$ cat src/rtl/led_display_pkg.sv
// Shared LED display definitions: command bytes, width helpers, readback FSM states.
// LINE_READBACK_CHECKSUM_EN adds the CSUM state.
package led_display_pkg;

   localparam logic [7:0] CMD_LINE = 8'h4C;

   function automatic int row_w(input int height);
      return $clog2(height);
   endfunction

   function automatic int col_w(input int line_bytes);
      return $clog2(line_bytes);
   endfunction

   function automatic int addr_w(input int height, input int line_bytes);
      return $clog2(height * line_bytes);
   endfunction

`ifdef LINE_READBACK_CHECKSUM_EN
   typedef enum logic [2:0] {
      ST_IDLE, ST_HDR_CMD, ST_HDR_ROW, ST_DATA, ST_CSUM, ST_FIN
   } line_readback_state_t;
`else
   typedef enum logic [2:0] {
      ST_IDLE, ST_HDR_CMD, ST_HDR_ROW, ST_DATA, ST_FIN
   } line_readback_state_t;
`endif

endpackage

$ cat src/rtl/line_readback_tx_uart_tx.sv
// 8N1 UART transmitter; ready rises on the last stop-bit tick so a load
// in that cycle chains the next start bit with no idle gap.
module uart_tx #(
   parameter int TICKS_PER_BIT = 9
) (
   input  logic       clk_in,
   input  logic       reset,
   input  logic       load,
   input  logic [7:0] data,
   output logic       tx,
   output logic       ready
);

   localparam int TW = (TICKS_PER_BIT > 1) ? $clog2(TICKS_PER_BIT) : 1;

   logic          active_q;
   logic [3:0]    bit_q;
   logic [TW-1:0] tick_q;
   logic [8:0]    shift_q;
   logic          tx_q;
   logic          last_tick;

   assign last_tick = (tick_q == TW'(TICKS_PER_BIT - 1));
   assign ready     = !active_q || (bit_q == 4'd9 && last_tick);
   assign tx        = tx_q;

   // shift_q carries data bits then the stop bit, shifted out LSB first
   always_ff @(posedge clk_in) begin
      if (reset) begin
         active_q <= 1'b0;
         bit_q    <= '0;
         tick_q   <= '0;
         shift_q  <= '0;
         tx_q     <= 1'b1;
      end else if (load && ready) begin
         active_q <= 1'b1;
         bit_q    <= '0;
         tick_q   <= '0;
         shift_q  <= {1'b1, data};
         tx_q     <= 1'b0;
      end else if (active_q) begin
         if (last_tick) begin
            tick_q <= '0;
            if (bit_q == 4'd9) begin
               active_q <= 1'b0;
            end else begin
               bit_q   <= bit_q + 4'd1;
               tx_q    <= shift_q[0];
               shift_q <= {1'b1, shift_q[8:1]};
            end
         end else begin
            tick_q <= tick_q + TW'(1);
         end
      end
   end

endmodule

$ cat src/rtl/line_readback_tx.sv
// Reads one framebuffer row from display RAM and sends it as an "L" line frame.
// Define LINE_READBACK_CHECKSUM_EN to append an XOR checksum byte.
module line_readback_tx
   import led_display_pkg::*;
#(
   parameter int UART_CLK_TICKS_PER_BIT = 9,
   parameter int PIXEL_WIDTH            = 64,
   parameter int PIXEL_HEIGHT           = 32,
   parameter int BYTES_PER_PIXEL        = 2
) (
   input  logic                                  clk_in,
   input  logic                                  reset,
   input  logic                                  start,
   input  logic [row_w(PIXEL_HEIGHT)-1:0]        row,
   output logic                                  busy,
   output logic                                  done,
   output logic [addr_w(PIXEL_HEIGHT,
                        PIXEL_WIDTH*BYTES_PER_PIXEL)-1:0] ram_address,
   output logic                                  ram_read_enable,
   input  logic [7:0]                            ram_data_in,
   output logic                                  uart_tx
);

   localparam int LINE_BYTES = PIXEL_WIDTH * BYTES_PER_PIXEL;
   localparam int RW         = row_w(PIXEL_HEIGHT);
   localparam int CW         = col_w(LINE_BYTES);
   localparam int AW         = addr_w(PIXEL_HEIGHT, LINE_BYTES);

   line_readback_state_t state_q, state_d;

   logic [RW-1:0] row_q;
   logic [CW-1:0] col_q, col_d;
   logic          last_q, last_d;
   logic [7:0]    hold_q;
   logic          rd_pend_q;
   logic          accept;
   logic          rd_fire;
   logic          tx_load;
   logic [7:0]    tx_data;
   logic          tx_ready;
`ifdef LINE_READBACK_CHECKSUM_EN
   logic [7:0]    csum_q, csum_d;
`endif

   uart_tx #(
      .TICKS_PER_BIT(UART_CLK_TICKS_PER_BIT)
   ) u_uart_tx (
      .clk_in(clk_in),
      .reset (reset),
      .load  (tx_load),
      .data  (tx_data),
      .tx    (uart_tx),
      .ready (tx_ready)
   );

   // col_q holds the column of the most recent read; last_q marks the
   // final data byte already sitting in the shifter
   always_comb begin
      state_d = state_q;
      col_d   = col_q;
      last_d  = last_q;
      accept  = 1'b0;
      rd_fire = 1'b0;
      tx_load = 1'b0;
      tx_data = hold_q;
`ifdef LINE_READBACK_CHECKSUM_EN
      csum_d  = csum_q;
`endif
      unique case (state_q)
         ST_IDLE: begin
            if (start) begin
               accept  = 1'b1;
               tx_load = 1'b1;
               tx_data = CMD_LINE;
               col_d   = CW'(LINE_BYTES - 1);
               last_d  = 1'b0;
`ifdef LINE_READBACK_CHECKSUM_EN
               csum_d  = '0;
`endif
               state_d = ST_HDR_CMD;
            end
         end
         ST_HDR_CMD: begin
            if (tx_ready) begin
               tx_load = 1'b1;
               tx_data = 8'(row_q);
               rd_fire = 1'b1;
               state_d = ST_HDR_ROW;
            end
         end
         ST_HDR_ROW: begin
            if (tx_ready) begin
               tx_load = 1'b1;
               rd_fire = 1'b1;
               col_d   = col_q - 1'b1;
`ifdef LINE_READBACK_CHECKSUM_EN
               csum_d  = csum_q ^ hold_q;
`endif
               state_d = ST_DATA;
            end
         end
         ST_DATA: begin
            if (tx_ready) begin
               if (last_q) begin
`ifdef LINE_READBACK_CHECKSUM_EN
                  tx_load = 1'b1;
                  tx_data = csum_q;
                  state_d = ST_CSUM;
`else
                  state_d = ST_FIN;
`endif
               end else begin
                  tx_load = 1'b1;
`ifdef LINE_READBACK_CHECKSUM_EN
                  csum_d  = csum_q ^ hold_q;
`endif
                  if (col_q == '0) begin
                     last_d = 1'b1;
                  end else begin
                     col_d   = col_q - 1'b1;
                     rd_fire = 1'b1;
                  end
               end
            end
         end
`ifdef LINE_READBACK_CHECKSUM_EN
         ST_CSUM: begin
            if (tx_ready) state_d = ST_FIN;
         end
`endif
         ST_FIN: state_d = ST_IDLE;
         default: state_d = ST_IDLE;
      endcase
   end

   assign busy            = (state_q != ST_IDLE) && (state_q != ST_FIN);
   assign done            = (state_q == ST_FIN);
   assign ram_read_enable = rd_fire;
   assign ram_address     = rd_fire ? AW'({row_q, ~col_d}) : '0;

   always_ff @(posedge clk_in) begin
      if (reset) begin
         state_q   <= ST_IDLE;
         row_q     <= '0;
         col_q     <= '0;
         last_q    <= 1'b0;
         hold_q    <= '0;
         rd_pend_q <= 1'b0;
`ifdef LINE_READBACK_CHECKSUM_EN
         csum_q    <= '0;
`endif
      end else begin
         state_q   <= state_d;
         col_q     <= col_d;
         last_q    <= last_d;
         rd_pend_q <= rd_fire;
         if (accept) row_q <= row;
         if (rd_pend_q) hold_q <= ram_data_in;
`ifdef LINE_READBACK_CHECKSUM_EN
         csum_q    <= csum_d;
`endif
      end
   end

endmodule

$ cat config.mk
export PLATFORM = sky130hd
export DESIGN_NAME = line_readback_tx
export DESIGN_NICKNAME = d
export VERILOG_FILES = /design/src/rtl/led_display_pkg.sv /design/src/rtl/line_readback_tx_uart_tx.sv /design/src/rtl/line_readback_tx.sv
export SDC_FILE = /design/constraint.sdc
export NUM_CORES = 1
export LEC_CHECK = 0
export CORE_MARGIN = 10
export CORE_UTILIZATION = 50
export DETAILED_ROUTE_END_ITERATION = 7
export MAX_ROUTING_LAYER = met4
export PLACE_DENSITY = 0.8
export SYNTH_ARGS = -nofsm -noshare
export SYNTH_HDL_FRONTEND = slang
export SYNTH_HIERARCHICAL = 1
export SYNTH_SLANG_ARGS = --single-unit
$ cat constraint.sdc
create_clock -name clk_in -period 5.2 [get_ports clk_in]
set_clock_uncertainty 0.1 [all_clocks]
set_input_delay 0.78 -clock clk_in [delete_from_list [all_inputs] [get_ports clk_in]]
set_output_delay 0.78 -clock clk_in [all_outputs]
set_load 0.03 [all_outputs]
# Yosys cells after proc, flatten, opt, wreduce, memory -nomap -nowiden
# Cells that the tools add are included.
# word_totals
register_bits	44
inputBits	16
elab_cells	90
# classes
muxes	44
addsub	3
n_eq_ne	13
bitwise	2
reduce_logical	17
# op_table
cell	n
9-bit 2-to-1 mux	4
7-bit 2-to-1 mux	5
7-bit case mux with 3 select lines	1
1-bit 2-to-1 mux	20
8-bit 2-to-1 mux	2
8-bit case mux with 2 select lines	1
3-bit 2-to-1 mux	5
12-bit 2-to-1 mux	1
3-bit case mux with 4 select lines	1
3-bit AND reduction	3
4-bit by 1-bit adder with 4-bit output, second input constant	2
4-bit == test, second input constant	2
7-bit logical NOT	1
7-bit inverter	1
7-bit by 1-bit subtractor with 7-bit output, second input constant	1
3-bit by 2-bit == test with 1-bit output, second input constant	2
2-bit by 1-bit inequality test with 1-bit output, second input constant	3
2-bit inequality test, second input constant	3
2-bit nonzero test	3
5-bit AND reduction	1
4-bit 2-to-1 mux	1
1-bit case mux with 2 select lines	2
2-bit OR reduction	2
3-bit by 1-bit == test with 1-bit output, second input constant	1
other kinds (9)	11

# Depth between registers and ports, before layout
# Gate-level depths: netlist of run 1.
# logic_depth
ltp_word	8
depth_mapped	12

# By module
# The synthesis of run 1 kept the hierarchy.
# by_module_without_submodules
mod	cells_per_inst	area_each_um2	instances
line_readback_tx	190	1486.4	1
uart_tx	98	947.2	1

# Worst setup path after synthesis of run 1
# OpenSTA, ideal clock, no wires.
# synth_path
path_kind	reg2out
from	register u_uart_tx.tick_q[0]
to	output ram_address[2] in the netlist's numbering
path_slack_ps	2058
required_ps	4320
arrival_ps	2262
path_stages_with_launch	11
n_path_buf	1
path_cell_list	dfxtp_1 -> inv_1 -> ha_1 -> nand3b_1 -> o21ai_0 -> clkbuf_1 -> nand2b_1 -> a21oi_1 -> nor2_1 -> a211o_1 -> a21oi_1
# synth_lines
element	line	rtl
start: declaration	line_readback_tx_uart_tx.sv:18	logic [TW-1:0] tick_q;
start signal: assignment	line_readback_tx_uart_tx.sv:52	tick_q <= tick_q + TW'(1);
end: declaration	line_readback_tx.sv:18	PIXEL_WIDTH*BYTES_PER_PIXEL)-1:0] ram_address,

==> results of run 1 <==
through the flow:
step	power (mW)	worst slack [ns]	cell area, sq um	utilization [%]
6_report	0.938	1.26	2870	60.8
5_1_grt	0.991	1.01	2870	60.8
4_1_cts	0.944	1.23	2870	60.8
3_5_place_dp	0.665	1.48	2750	58.3
3_3_place_gp	0.660	1.51	2750	58.3
2_1_floorplan	0.589	2.06	2430	-
Yosys cell counts, types with 7 or more instances:
cell / count
dfxtp_1: 44
nor2_1: 34
nand2_1: 23
mux2i_1: 19
nor3_1: 18
a21oi_1: 17
clkbuf_1: 12
a211oi_1: 11
inv_1: 11
and2_1: 7
routing by layer:
metal  GRT usage, %  vias to the layer above  wire length (microns)
met1           17.2                      987                   2630
li1               -                     1077                      -
met2           22.2                       50                   2580
met5              -                        -                      0
met3           3.33                       10                    255
met4           5.93                        0                     86
worst reg2reg max path, delay by kind of cell (launching register included):
kind / cells / cell delay (ns)
buf+inv: 2 / 0.30
simple gates: 3 / 0.53
fa+ha+maj: 1 / 0.23
compound gates: 5 / 1.64
flops: 1 / 0.35
placed cells by master (no fill, tap or decap), drive strengths merged, types with 2 or more instances in the layout:
cell type	instances
nor2b	6
buf	3
nand2b	3
nor4	3
clkbuf	6
o22a	2
and3	2
nor2	34
xor2	2
a2111oi	3
nand3b	3
a21oi	18
a22o	3
a22oi	3
nor3b	2
ha	6
a21o	2
nor3	18
o21bai	3
nand2	23
o21ai	7
and2	9
inv	12
or3	3
dfxtp	44
and4b	2
clkdlybuf4s50	31
nand4	2
mux2i	19
or2	3
a211oi	11
nand3	3
worst paths after layout:
path | endpoint | slack (ns) | cells after the start
max reg2reg | u_uart_tx/shift_q[0]$_SDFFE_PP0P_ | 1.99 | 11
max | ram_address[2] | 1.26 | 11
min | row_q[1]$_SDFFE_PP0P_ | 0.38 | 2
min reg2reg | row_q[1]$_SDFFE_PP0P_ | 0.38 | 2
power breakdown:
group,internal [mW],switching [mW],total (mW)
Sequential,0.368,0.0365,0.405
Clock,0.157,0.119,0.276
Combinational,0.112,0.145,0.257
Total,0.637,0.300,0.938
layout make-up:
class | instances | area, sq um
timing repair buffer | 34 | 333
tap | 67 | 83.8
sequential | 44 | 881
multi-input combinational | 215 | 1410
clock inverter | 2 | 38.8
fill | 409 | 1850
clock buffer | 6 | 82.6
inverter | 12 | 47.5
logic make-up after synthesis:
logic type,Yosys count,share of synthesized area [%]
AOI/OAI and AO/OA,64,19.4
xor gates and xnor gates,3,1.08
adders and majority gates,6,3.08
buffers and inverters,29,5.96
DFF,44,36.2
muxes,19,7.81
and+or+nand+nor,123,26.5
state kept, by name, indices dropped and copies added, names as in the netlist:
name / cells
u_uart_tx/tx: 1
col_q: 7
row_q: 5
u_uart_tx/tick_q: 4
rd_pend_q: 1
last_q: 1
u_uart_tx/active_q: 1
u_uart_tx/shift_q: 9
hold_q: 8
state_q: 3
u_uart_tx/bit_q: 4
==> impl_metrics.ini, run 1 <==
[floorplanning]
fp.dieH_microns = 89.8
start_util_pct = 51.5
fp.dieW_microns = 89.8
core_sq_um = 4720
rows = 25
top_level_ports = 32
dieArea_sq_um = 8060

[clock_network]
htree_num_levels = 2
cts_setup_buffers = 0
clkLatencyLatePin_ns = 0.30
clkTransAtPathRegs_ns = 0.09
numCtsBuffers = 5
cts_tree = done
cts_resized = 0
cts_buffer_depth = 2
cts-root-buf = clkbuf_8
clock-sinks = 44
cts.hold.buffers_added = 0

[drt]
drt_drc_violations_left = 0
viasPerCell = 5.59
ant_nets = 0
drt-initial-drc-count = 143
first_pass_iters = 4
wl_per_cell_microns = 14.6
drt-total-wl_microns = 5550
vias = 2124

[worst_setup_path]
critPathRequiredTime_ns = 4.32
path_max_fanout = 11
path_buf_inv = 3
crit_path_cell_trace = inv_1, ha_1, nand3b_1, o21ai_0, buf_4, nand2b_1, a21oi_1, nor2_1, a211o_1, a21oi_1, clkdlybuf4s50_1
slowest_stage = clkdlybuf4s50_1
cp_top_family = buffers and inverters
cpPeakStageDelay_ns = 0.68
worstSetupEndpointType = output pin
arrival_ns = 3.06
r2r-start = u_uart_tx/tick_q[0]$_SDFFE_PP0P_
setup.worst_path.start = u_uart_tx/tick_q[0]$_SDFFE_PP0P_
crit_top_cell = a21oi_1
startpoint_type = register
worst-setup-path-type = reg2out

[synth]
synth_top_area_share_pct = 36.2
syn_area_sq_um = 2430
avgSynthCellArea_sq_um = 8.45
async_reset_ff_share_pct = 0
synth_area_leaders = dfxtp_1, mux2i_1, nor2_1, nor3_1, nand2_1
synth_top_area_cell = dfxtp_1
synthFlopType = dfxtp_1
synth-seq-cells = 44
ys_types = 60
postSynthCellCount = 288
synth_nets = 310
ys_warn_count = 6
ys_seq_area_share_pct = 36.2
synth-edff-count = 0

[min_path]
worst_hold_path_type = reg2reg
hold_start = row_q[1]$_SDFFE_PP0P_

[timing]
hold_slack_ns = 0.376
relSlewSlack_pct = 36.6
max_clock_freq_mhz = 254
tightest_slew_ns = 0.927
fin_crit_sh_pct = 75.8
drv_slew = 0
period_minus_slack_ns = 3.94
hold_violations = 0
rsz0062_at_grt = no
tns_ns = 0
finalSetupViolCount = 0

[run_status]
run_status = complete, no violations

[global_routing]
overflow = 0
grt_pass1_wl_microns = 9720
grt_start_max_net_pins = 45
grt_pass1_vias = 2052
grt_util_all_layers_pct = 14.2
antenna_found_initial = 0

[placement]
hpwl_microns = 3970
place_inst = 372
place_congestion = 0.953
io_buffers = 31

[power_and_ir_drop]
power.density_nw_per_um2 = 326
p_leak_nw = 1.05
ir_drop_v = 0.000223

[layout]
final_nets = 334
syn_to_final_growth_pct = 18.1
layout.cells.non_filler = 380
layout-drive-gt1-share_pct = 8.31
antennaDiodeCount = 0

[job]
max_cap_viol_count = 0
No activity file was read; power rests on OpenSTA's default activity.
==> run 2, diff against run 1 <==
--- a/config.mk
+++ b/config.mk
@@ -9,7 +9,7 @@
 export CORE_UTILIZATION = 50
 export DETAILED_ROUTE_END_ITERATION = 7
 export MAX_ROUTING_LAYER = met4
-export PLACE_DENSITY = 0.8
+export PLACE_DENSITY = 0.83
 export SYNTH_ARGS = -nofsm -noshare
 export SYNTH_HDL_FRONTEND = slang
 export SYNTH_HIERARCHICAL = 1
==> constraint.sdc (replaced) <==
create_clock -name clk_in -period 3.5 [get_ports clk_in]
set_clock_uncertainty 0.1 [all_clocks]
set_input_delay 0.525 -clock clk_in [delete_from_list [all_inputs] [get_ports clk_in]]
set_output_delay 0.525 -clock clk_in [all_outputs]
set_load 0.03 [all_outputs]
==> run 2 against run 1 <==
Against the previous run: combinational power grew 50%; total power grew 54%; first-iteration DRC count grew 5.6%; via count grew 1.4%; sequential share of layout area shrank 0.32 points; count of clock-buffer cells in the layout shrank 1; wire length grew 1.0%; non-clock buffer count grew 3; clock power grew 64%; worst setup slack lost 1.1 ns; critical path type unchanged.
==> impl_metrics.ini, run 2 (synthesized netlist as in run 1, its figures left out) <==
[drt]
drt-total-wl_microns = 5600
first_pass_iters = 4
vias = 2153
ant_nets = 0
viasPerCell = 5.64
wl_per_cell_microns = 14.7
drt_drc_violations_left = 0
drt-initial-drc-count = 151

[power_and_ir_drop]
ir_drop_v = 0.000345
p_leak_nw = 1.12
power.density_nw_per_um2 = 496

[run_status]
run_status = complete, no violations

[timing]
setup_slack_ns = 0.140
relSlewSlack_pct = 57.2
tightest_slew_ns = 0.642
tns_ns = 0
hold_violations = 0
fin_crit_sh_pct = 96.0
drv_slew = 0
finalSetupViolCount = 0
max_clock_freq_mhz = 298
period_minus_slack_ns = 3.36
hold_slack_ns = 0.376
rsz0062_at_grt = no

[placement]
io_buffers = 31
hpwl_microns = 4010
place_congestion = 0.935
post-place-ws_ns = 0.271
place_inst = 375

[layout]
final_common_cell = dfxtp_1
final_cell_mix = dfxtp_1, nor2_1, clkdlybuf4s50_1
syn_to_final_growth_pct = 19.3
antennaDiodeCount = 0
largestRegisters = u_uart_tx/shift_q: 9 flops, hold_q: 8 flops, col_q: 7 flops
largest_register_ffs = 9
utilization_pct = 61.5
final_nets = 337
regMostFlops = u_uart_tx/shift_q
layout-drive-gt1-share_pct = 9.84
layout.cells.non_filler = 382

[clock_network]
cts_buffer_depth = 2
cts_tree = done
htree_num_levels = 2
cts_setup_buffers = 0
numCtsBuffers = 5
cts-root-buf = clkbuf_8
cts.hold.buffers_added = 0
clock-sinks = 44
clkTransAtPathRegs_ns = 0.08
clkLatencyLatePin_ns = 0.30

[worst_setup_path]
worstSetupEndpointType = output pin
critPathRequiredTime_ns = 2.87
setup.worst_path.start = col_q[1]$_SDFF_PP0_
arrival_ns = 2.74
path_max_fanout = 9
startpoint_type = register
r2r-start = u_uart_tx/tick_q[0]$_SDFFE_PP0P_
worst-setup-path-type = reg2out

[global_routing]
grt_start_max_net_pins = 25
grt_util_all_layers_pct = 14.2
antenna_found_initial = 0
grt_pass1_wl_microns = 9740
grt_pass1_vias = 2097
overflow = 0

[floorplanning]
start_util_pct = 51.5
rows = 25
fp.dieW_microns = 89.8
fp.dieH_microns = 89.8
core_sq_um = 4720
top_level_ports = 32
dieArea_sq_um = 8060

[job]
max_cap_viol_count = 0

[min_path]
worst_hold_path_type = reg2reg
hold_start = row_q[3]$_SDFFE_PP0P_
-- run 2: cell count changes in the layout (fill, tap and decap cells not counted) --
| cell | previous run | this run |
|---|---|---|
| clkdlybuf4s50_1 | 31 | 24 |
| clkinv_4 | 1 | 0 |
| o21bai_1 | 3 | 2 |
| o21bai_2 | 0 | 1 |
| bufinv_16 | 1 | 2 |
| buf_4 | 3 | 8 |
| dlymetal6s2s_1 | 0 | 2 |
| clkbuf_8 | 6 | 5 |
| dlygate4sd2_1 | 0 | 3 |
-- run 2: area by class of cell --
type                    instances  area (sq um)
flip-flops and latches         44           881
multi-input cells             215          1410
clock buffers                   5          68.8
well taps                      67          83.8
clock inverters                 2          60.1
fillers                       398          1820
repair buffers                 37           352
inverters                      12          47.5
-- run 2: repair_timing --
item,4_1_cts,5_1_grt
cloned,0,0
setup endpoints to repair,3,2
gates resized for setup,3,3
-- run 2: final timing paths --
path | endpoint | slack (ns) | depth (start not counted)
worst max-delay path | ram_address[11] | 0.14 | 9
worst min-delay path | row_q[3]$_SDFFE_PP0P_ | 0.38 | 2
worst max register to register | u_uart_tx/shift_q[0]$_SDFFE_PP0P_ | 0.62 | 12
worst min register to register | row_q[3]$_SDFFE_PP0P_ | 0.38 | 2
-- run 2: critical path, stage by stage, from the launching register on --
cell and delay [ns]:
dfxtp_1 0.37, inv_1 0.09, ha_1 0.14, or4b_4 0.49, o21ai_2 0.16, and2_4 0.17
a21o_4 0.18, inv_4 0.08, and2_1 0.16, clkdlybuf4s50_1 0.60
-- run 2: metrics by stage --
stage                     area [sq um]  power (mW)
after floorplan                   2430       0.875
after global placement            2770       0.987
after detailed placement          2770       0.996
after CTS                         2900        1.45
after global routing              2900        1.51
final                             2900        1.44
-- run 2: metal layers --
metal / global-route usage (%) / vias up / routed length, microns
met1: 17.9 / 1011 / 2720
met3: 2.66 / 9 / 181
met2: 21.9 / 50 / 2620
met4: 5.80 / 0 / 78
met5: - / - / 0
li1: - / 1083 / -
-- run 2: report_power, final --
group | switching (mW) | internal (mW) | leakage [nW]
sequential | 0.0539 | 0.547 | 0.361
clock | 0.173 | 0.281 | 0.0642
combinational | 0.217 | 0.168 | 0.696
total | 0.444 | 0.996 | 1.12
